File: src/rtl/instr_encoder.sv
// instr_encoder: turns field-level ARM-subset requests into 32-bit instruction
// words with a running word address. Data-processing immediates are fitted to
// the rotated-immediate form by trying one rotation per cycle.
//
// state  | meaning
// IDLE   | waiting for a request (req_ready high)
// SEARCH | trying rotation rot_cnt for a data-proc immediate
// HOLD   | presenting out_instr/out_addr until the consumer takes it
module instr_encoder #(
  parameter int unsigned          ADDR_W    = 32,
  parameter logic [ADDR_W-1:0]    BASE_ADDR = '0
) (
  input  logic              clk,
  input  logic              reset,
  input  logic              req_valid,
  output logic              req_ready,
  input  logic [1:0]        req_class,
  input  logic [3:0]        req_cond,
  input  logic [5:0]        req_funct,
  input  logic [3:0]        req_rn,
  input  logic [3:0]        req_rd,
  input  logic [3:0]        req_rm,
  input  logic [31:0]       req_imm,
  output logic              out_valid,
  input  logic              out_ready,
  output logic [31:0]       out_instr,
  output logic [ADDR_W-1:0] out_addr,
  output logic              err
);

  typedef enum logic [1:0] {
    IDLE   = 2'd0,
    SEARCH = 2'd1,
    HOLD   = 2'd2
  } state_t;

  state_t      state;
  logic [3:0]  rot_cnt;
  logic [31:0] imm_q;
  logic [19:0] hdr_q;     // {cond, class, funct, rn, rd} of the pending search

  logic [19:0] req_hdr;
  logic        is_search;
  logic [31:0] direct_instr;
  logic        direct_err;
  logic [31:0] rotated;

  // Rotate left by s bits; the doubled word makes the wrap-around free.
  function automatic logic [31:0] rol(input logic [31:0] v, input logic [4:0] s);
    logic [63:0] t;
    t = {v, v} << s;
    return t[63:32];
  endfunction

  assign req_ready = (state == IDLE);
  assign req_hdr   = {req_cond, req_class, req_funct, req_rn, req_rd};
  assign is_search = (req_class == 2'b00) && req_funct[5];
  assign rotated   = rol(imm_q, {rot_cnt, 1'b0});

  // Single-cycle encodings for every request that does not need the search.
  always_comb begin
    direct_instr = {req_hdr, 8'b0, req_rm};
    direct_err   = 1'b0;
    unique case (req_class)
      2'b01: begin
        if (!req_funct[5]) begin
          direct_instr = {req_hdr, req_imm[11:0]};
          direct_err   = |req_imm[31:12];
        end
      end
      2'b10: begin
        direct_instr = {req_cond, 3'b101, req_funct[4], req_imm[23:0]};
        // Offset must be a sign-extended 24-bit value.
        direct_err   = !((&req_imm[31:23]) || !(|req_imm[31:23]));
      end
      default: direct_instr = {req_hdr, 8'b0, req_rm};
    endcase
  end

  // Control FSM with registered outputs; reset is synchronous and active low.
  always_ff @(posedge clk) begin
    if (!reset) begin
      state     <= IDLE;
      out_valid <= 1'b0;
      err       <= 1'b0;
      out_instr <= '0;
      out_addr  <= BASE_ADDR;
      rot_cnt   <= '0;
      imm_q     <= '0;
      hdr_q     <= '0;
    end else begin
      err <= 1'b0;
      unique case (state)
        IDLE: begin
          if (req_valid) begin
            imm_q <= req_imm;
            hdr_q <= req_hdr;
            if (is_search) begin
              rot_cnt <= '0;
              state   <= SEARCH;
            end else if (direct_err) begin
              err <= 1'b1;
            end else begin
              out_instr <= direct_instr;
              out_valid <= 1'b1;
              state     <= HOLD;
            end
          end
        end
        SEARCH: begin
          if (rotated[31:8] == 24'd0) begin
            out_instr <= {hdr_q, rot_cnt, rotated[7:0]};
            out_valid <= 1'b1;
            state     <= HOLD;
          end else if (rot_cnt == 4'd15) begin
            err   <= 1'b1;
            state <= IDLE;
          end else begin
            rot_cnt <= rot_cnt + 4'd1;
          end
        end
        HOLD: begin
          if (out_ready) begin
            out_valid <= 1'b0;
            out_addr  <= out_addr + ADDR_W'(4);
            state     <= IDLE;
          end
        end
        default: state <= IDLE;
      endcase
    end
  end

endmodule

File: config.mk
export PLATFORM = sky130hd
export DESIGN_NAME = instr_encoder
export DESIGN_NICKNAME = d
export VERILOG_FILES = /design/src/rtl/instr_encoder.sv
export SDC_FILE = /design/constraint.sdc
export NUM_CORES = 1
export LEC_CHECK = 0
export CORE_MARGIN = 8
export CORE_UTILIZATION = 57
export DETAILED_ROUTE_END_ITERATION = 8
export DONT_BUFFER_PORTS = 1
export GPL_TIMING_DRIVEN = 1
export HOLD_SLACK_MARGIN = 0.12
export MAX_ROUTING_LAYER = met4
export PLACE_DENSITY = 0.72
export SYNTH_ARGS = -nofsm -noshare
export SYNTH_HDL_FRONTEND = slang
export SYNTH_SLANG_ARGS = --single-unit
File: constraint.sdc
create_clock -name clk -period 4.5 [get_ports clk]
set_clock_uncertainty 0.2 [all_clocks]
set_input_delay 0.225 -clock clk [delete_from_list [all_inputs] [get_ports clk]]
set_output_delay 0.225 -clock clk [all_outputs]
set_load 0.01 [all_outputs]
[After elaboration in Yosys (flattened, before gate mapping)]
Index checks and enable logic that the tools add are counted.
Word-level totals
  register bits after elaboration: 124
  bits in latches: 0
  memory bits (writable): 0
  memory bits (read-only): 0
  input port bits: 60
  output and inout port bits: 67
  logic and storage cells: 77
  memories: 0
Operators by class
  $add $sub $neg: 2
  multiply operators: 0
  div/mod/pow operators: 0
  $lt $le $gt $ge: 0
  eq/ne operators: 15
  shifts and indexed selects: 1
  multiplexer cells: 33
  bitwise logic cells: 0
  reduce and logical (&&, ||, !) cells: 18
Operator list (count)
  32-bit two-way mux: 4
  32-bit one-hot mux with 2 select lines: 1
  64-bit by 5-bit left shift with 64-bit output: 1
  28-bit one-hot mux with 2 select lines: 1
  32-bit by 3-bit adder with 32-bit output (second input constant): 1
  26-bit two-way mux: 1
  24-bit logical NOT: 1
  20-bit OR reduction: 1
  4-bit two-way mux: 4
  2-bit inequality test (second input constant): 7
  2-bit two-way mux: 6
  1-bit two-way mux: 11
  5-bit AND reduction: 2
  9-bit AND reduction: 1
  9-bit OR reduction: 1
  4-bit one-hot mux with 2 select lines: 1
  3-bit inequality test (second input constant): 2
  2-bit one-hot mux with 3 select lines: 1
  6-bit AND reduction: 1
  4-bit by 1-bit adder with 4-bit output (second input constant): 1
  2-bit by 1-bit equality test with 1-bit output (second input constant): 2
  2-bit equality test (second input constant): 2
  4-bit equality test (second input constant): 1
  2-bit logical NOT: 2
  other kinds (10): 13

[Depth between registers and ports, before layout]
  word-level depth: 9
  gate-level depth with buffers: 12
  mapped depth without buffers: 8

[Worst setup path before layout]
OpenSTA, ideal clock, no wires.
  kind: reg2reg
  from: register rot_cnt[1]
  to: register out_instr[28]
  library setup time: 0.122 ns
  arrival time: 2.847 ns
  data required time: 4.178 ns
  slack: 1.331 ns
  stages on the path, launching flop included: 11
  buffers on the path: 3
  period minus slack after synthesis: 3.169 ns
  cells stage by stage: dfxtp_1 buf_6 clkbuf_1 mux4_2 nor4_1 nand2_1 a211o_1 a221oi_4 buf_6 o21ai_0 o311a_1
Between the ends
  cells in the longest elaborated chain, start to end: 4
Ends and longest elaborated chain
  start, declared: RTL line 38  | logic [3:0] rot_cnt;
  start signal, assigned: RTL line 119  | rot_cnt <= rot_cnt + 4'd1;
  64-bit by 5-bit left shift with 64-bit output: RTL line 51  | t = {v, v} << s;
  24-bit logical NOT: RTL line 111  | if (rotated[31:8] == 24'd0) begin
  2-bit inequality test (no line)
  5-bit AND reduction (no line)
  end signal, assigned: RTL line 104  | out_instr <= direct_instr;
  end signal, assigned: RTL line 112  | out_instr <= {hdr_q, rot_cnt, rotated[7:0]};
  end, declared: RTL line 26  | output logic [31:0] out_instr,
No other way between the ends.
A chain may end at the register's enable or synchronous reset.

[Worst setup path in the final report]
  from: register rot_cnt[1]
  to: register out_instr[29]
The elaborated chain is that of the path after synthesis.

==> run_results.csv <==
group,metric,value,unit
worst_setup_path,critical_path_class,"flip-flop to flip-flop",
synthesis,async_reset_ff_share,0,%
power,switching_power,0.844,mW
synthesis,yosysTopAreaCell,"dfxtp_1",
worst_setup_path,rrSetupSlack,0.36,ns
layout,area_delta_synth_final,18.3,%
synthesis,yosysTopAreaCellShare,35.6,%
grt,gr-total-overflow,0,
placement,io_buffer_count,0,
die,die_w,126,µm
clock_tree,clockBufferDepth,2,
placement,place_ws,0.570,ns
worst_setup_path,critical_path.max_fanout,36,
die,io_pins,127,
worst_setup_path,r2r_start,"rot_cnt[1]",
layout,nets,871,
worst_setup_path,reg2regPathDepth,9,
synthesis,ys_ff_latch,122,
placement,postPlaceCellArea,6880,µm²
clock_tree,cts_root_buffer,"clkbuf_16",
synthesis,ys_warn_count,0,
worst_setup_path,r2r_end,"out_instr[29]",
outcome,status,"finished, final reports clean",
grt,first_global_vias,6384,
die,rows,40,
clock_tree,cts_made_buffers,17,
synthesis,synth.top_cells.by_area,"dfxtp_1 36%, mux4_2 9.5%, nand2_1 7.5%, a21oi_1 5.0%, mux2i_1 3.8%",
layout,fin_cells,967,
synthesis,synth_common_cells,"137 x nand2_1, 122 x dfxtp_1, 69 x a21oi_1, 40 x clkbuf_1, 40 x nor2_1",
synthesis,synthCells,776,
timing,setup_viol,0,
clock_tree,clock-sinks,122,
timing,finalCriticalPeriod,4.14,ns
placement,place_inst,873,
power,p_seq_share,40.2,%
power,power_density,382,nW/µm²
layout,stdcell_area,8120,µm²
timing,min_period_over_period,92.1,%
power,irDropWorstVdd,0.341,mV
synthesis,yosysMostFrequentCell,"nand2_1",
die,dieHeight,126,µm
worst_setup_path,crit_buf_inv,2,
timing,slew_headroom,30.8,%
route,wl_per_cell,23.2,µm
clock_tree,clk_latency,0.41,ns
placement,gp_congestion,0.926,
route,dr.pass1.iters,6,
min_path,min_path_cells,4,
synthesis,syn-cell-area,6860,µm²
min_path,min_delay_worst_endpoint,"state[0]",
timing,final_max_slew_viol_count,0,
timing,hold_ws,0.158,ns
power,p_comb_share,14.1,%
timing,worst_slack,0.357,ns
clock_tree,path_clk_slew,0.06,ns
power,power,3.10,mW
power,p_clk_share,45.7,%
worst_setup_path,cp-start-kind,"flip-flop",
grt,grt_usage,28.8,%
die,die_area,15800,µm²
synthesis,ys_types,61,
worst_setup_path,crit_chain,"mux4_2, or4_4, nor4_4, o2111ai_2, a221oi_4, buf_6, o21ai_0, o311a_1, dlygate4sd3_1",
placement,hpwlAfterDp,15600,µm
route,viasPerCell,6.75,
layout,drive_above_1_share,14.5,%
min_path,min_path_type,"input port to flip-flop",
min_path,hp-start,"req_class[1]",
power,p_int,2.25,mW
layout,utilization,68.4,%
timing,worst_pin_slew,1.04,ns
clock_tree,htree_levels,4,
synthesis,seq_area_frac_synth,35.6,%
route,drc_errors,0,
die,core-area,11900,µm²
synthesis,avgSynthCellArea,8.84,µm²
grt,grt_start_max_net_pins,65,
route,postRouteWirelength,22400,µm
clock_tree,cts_tree,"done",
synthesis,synth_edf_count,0,
layout,nFillCells,935,
grt,antenna_found_initial,1,
route,vias,6525,
worst_setup_path,crit_family,"buffers and inverters",
power,p_sw_share,27.3,%
power,p_leak,2.85,nW
worst_setup_path,critPathSlowestCell,"dfxtp_2",
timing,fmax,241,MHz
grt,grt_pass1_wl,35100,µm
timing,hold_viol,0,
worst_setup_path,slowest_delay,0.58,ns
run,maxCapViolations,0,
synthesis,synth_flop_cell,"dfxtp_1",
worst_setup_path,cp.required,4.60,ns
worst_setup_path,worst_ep_arrival_time,4.24,ns
die,start_util,57.8,%
worst_setup_path,worst_setup_path_end_kind,"flip-flop",
route,final_antenna_net_count,0,
timing,rsz0062_at_grt,"false",
route,first_iter_violations,748,
timing,final.setup.tns,0,ns
-- layout by cell type (no fill, tap or decap), types with 6 or more instances in the layout --
| cell type | n |
|---|---|
| dlygate4sd3_1 | 61 |
| a21oi_2 | 15 |
| nand4_1 | 10 |
| nor3_1 | 25 |
| nor4_1 | 9 |
| a221o_1 | 12 |
| o21ai_0 | 19 |
| mux4_2 | 29 |
| nand2_1 | 137 |
| or3_1 | 6 |
| xnor2_1 | 7 |
| xor2_1 | 19 |
| dfxtp_1 | 120 |
| o311a_1 | 10 |
| clkbuf_16 | 17 |
| o221ai_2 | 16 |
| buf_4 | 12 |
| mux2i_1 | 26 |
| inv_1 | 12 |
| nor2_1 | 39 |
| nand3_1 | 36 |
| a21oi_1 | 69 |
| and3_1 | 7 |
-- state kept, by name (all words and copies together) (netlist names) --
signal     cells
state          2
out_valid      1
out_addr      30
out_instr     32
imm_q         32
err            1
rot_cnt        4
hdr_q         20
-- worst min-delay path, delay by kind of cell --
family	cells	cell delay (ns)
AND/OR/NAND/NOR	1	0.12
buffers and inverters	1	0.04
AO/OA/AOI/OAI	1	0.07
adder cells (fa/ha/maj)	1	0.27
-- per-layer routing --
metal,routed length [µm],share of wire (%),global-route usage (%),vias to the layer above
met5,0,0,-,-
met4,512,2.3,10.7,0
met3,2420,11,10.1,44
met2,10900,49,46.9,363
met1,8580,38,32.0,3174
li1,-,-,-,2944
-- how the worst max path moves through the flow --
stage                     startpoint            end  slack, ns  cells past startpoint
final                     rot_cnt[1]  out_instr[29]       0.36                      9
after global routing      rot_cnt[1]  out_instr[29]       0.11                     10
after CTS                 rot_cnt[0]  out_instr[29]       0.09                      9
after detailed placement  rot_cnt[0]   out_instr[3]       0.57                      8
after global placement    rot_cnt[0]   out_instr[3]       0.63                      8
after floorplan           rot_cnt[1]  out_instr[28]       1.33                     10
-- power by group through the flow --
stage / Clock (mW) / Combinational, mW / Sequential [mW]
floorplan: 0 / 0.311 / 1.22
finish: 1.42 / 0.437 / 1.24
global placement: 0 / 0.361 / 1.26
detailed placement: 0 / 0.370 / 1.26
CTS: 1.42 / 0.428 / 1.24
global route: 1.47 / 0.473 / 1.25
-- kinds of logic (layout without fill, tap and decap cells) --
| logic type | after synthesis | count (layout) | synth area share, % |
|---|---|---|---|
| simple gates | 297 | 297 | 20.2 |
| flops | 122 | 122 | 35.6 |
| other cells | 1 | 3 | 0.0547 |
| xor+xnor | 26 | 26 | 3.32 |
| compound gates | 189 | 189 | 21.0 |
| buf+inv | 78 | 120 | 5.11 |
| mux | 58 | 58 | 13.8 |
| fa+ha+maj | 5 | 5 | 0.912 |
-- final cells by class --
type	instances	area, µm²	area share [%]
Inverter	13	50.0	0.617
Timing Repair Buffer	75	732	9.02
Sequential cell	122	2450	30.2
Tap cell	147	184	2.27
Multi-Input combinational cell	577	4090	50.3
Clock inverter	10	140	1.73
Clock buffer	22	474	5.84
Antenna cell	1	2.50	0.0308
-- repair_timing --
| action | CTS | global route |
|---|---|---|
| buffers inserted | 0 | 0 |
| hold endpoints to repair | 97 | 0 |
| gates resized for setup | 0 | 2 |
| hold buffers | 61 | 0 |
| endpoints found under the setup margin | 0 | 1 |
No activity file was read; power rests on OpenSTA's default activity.
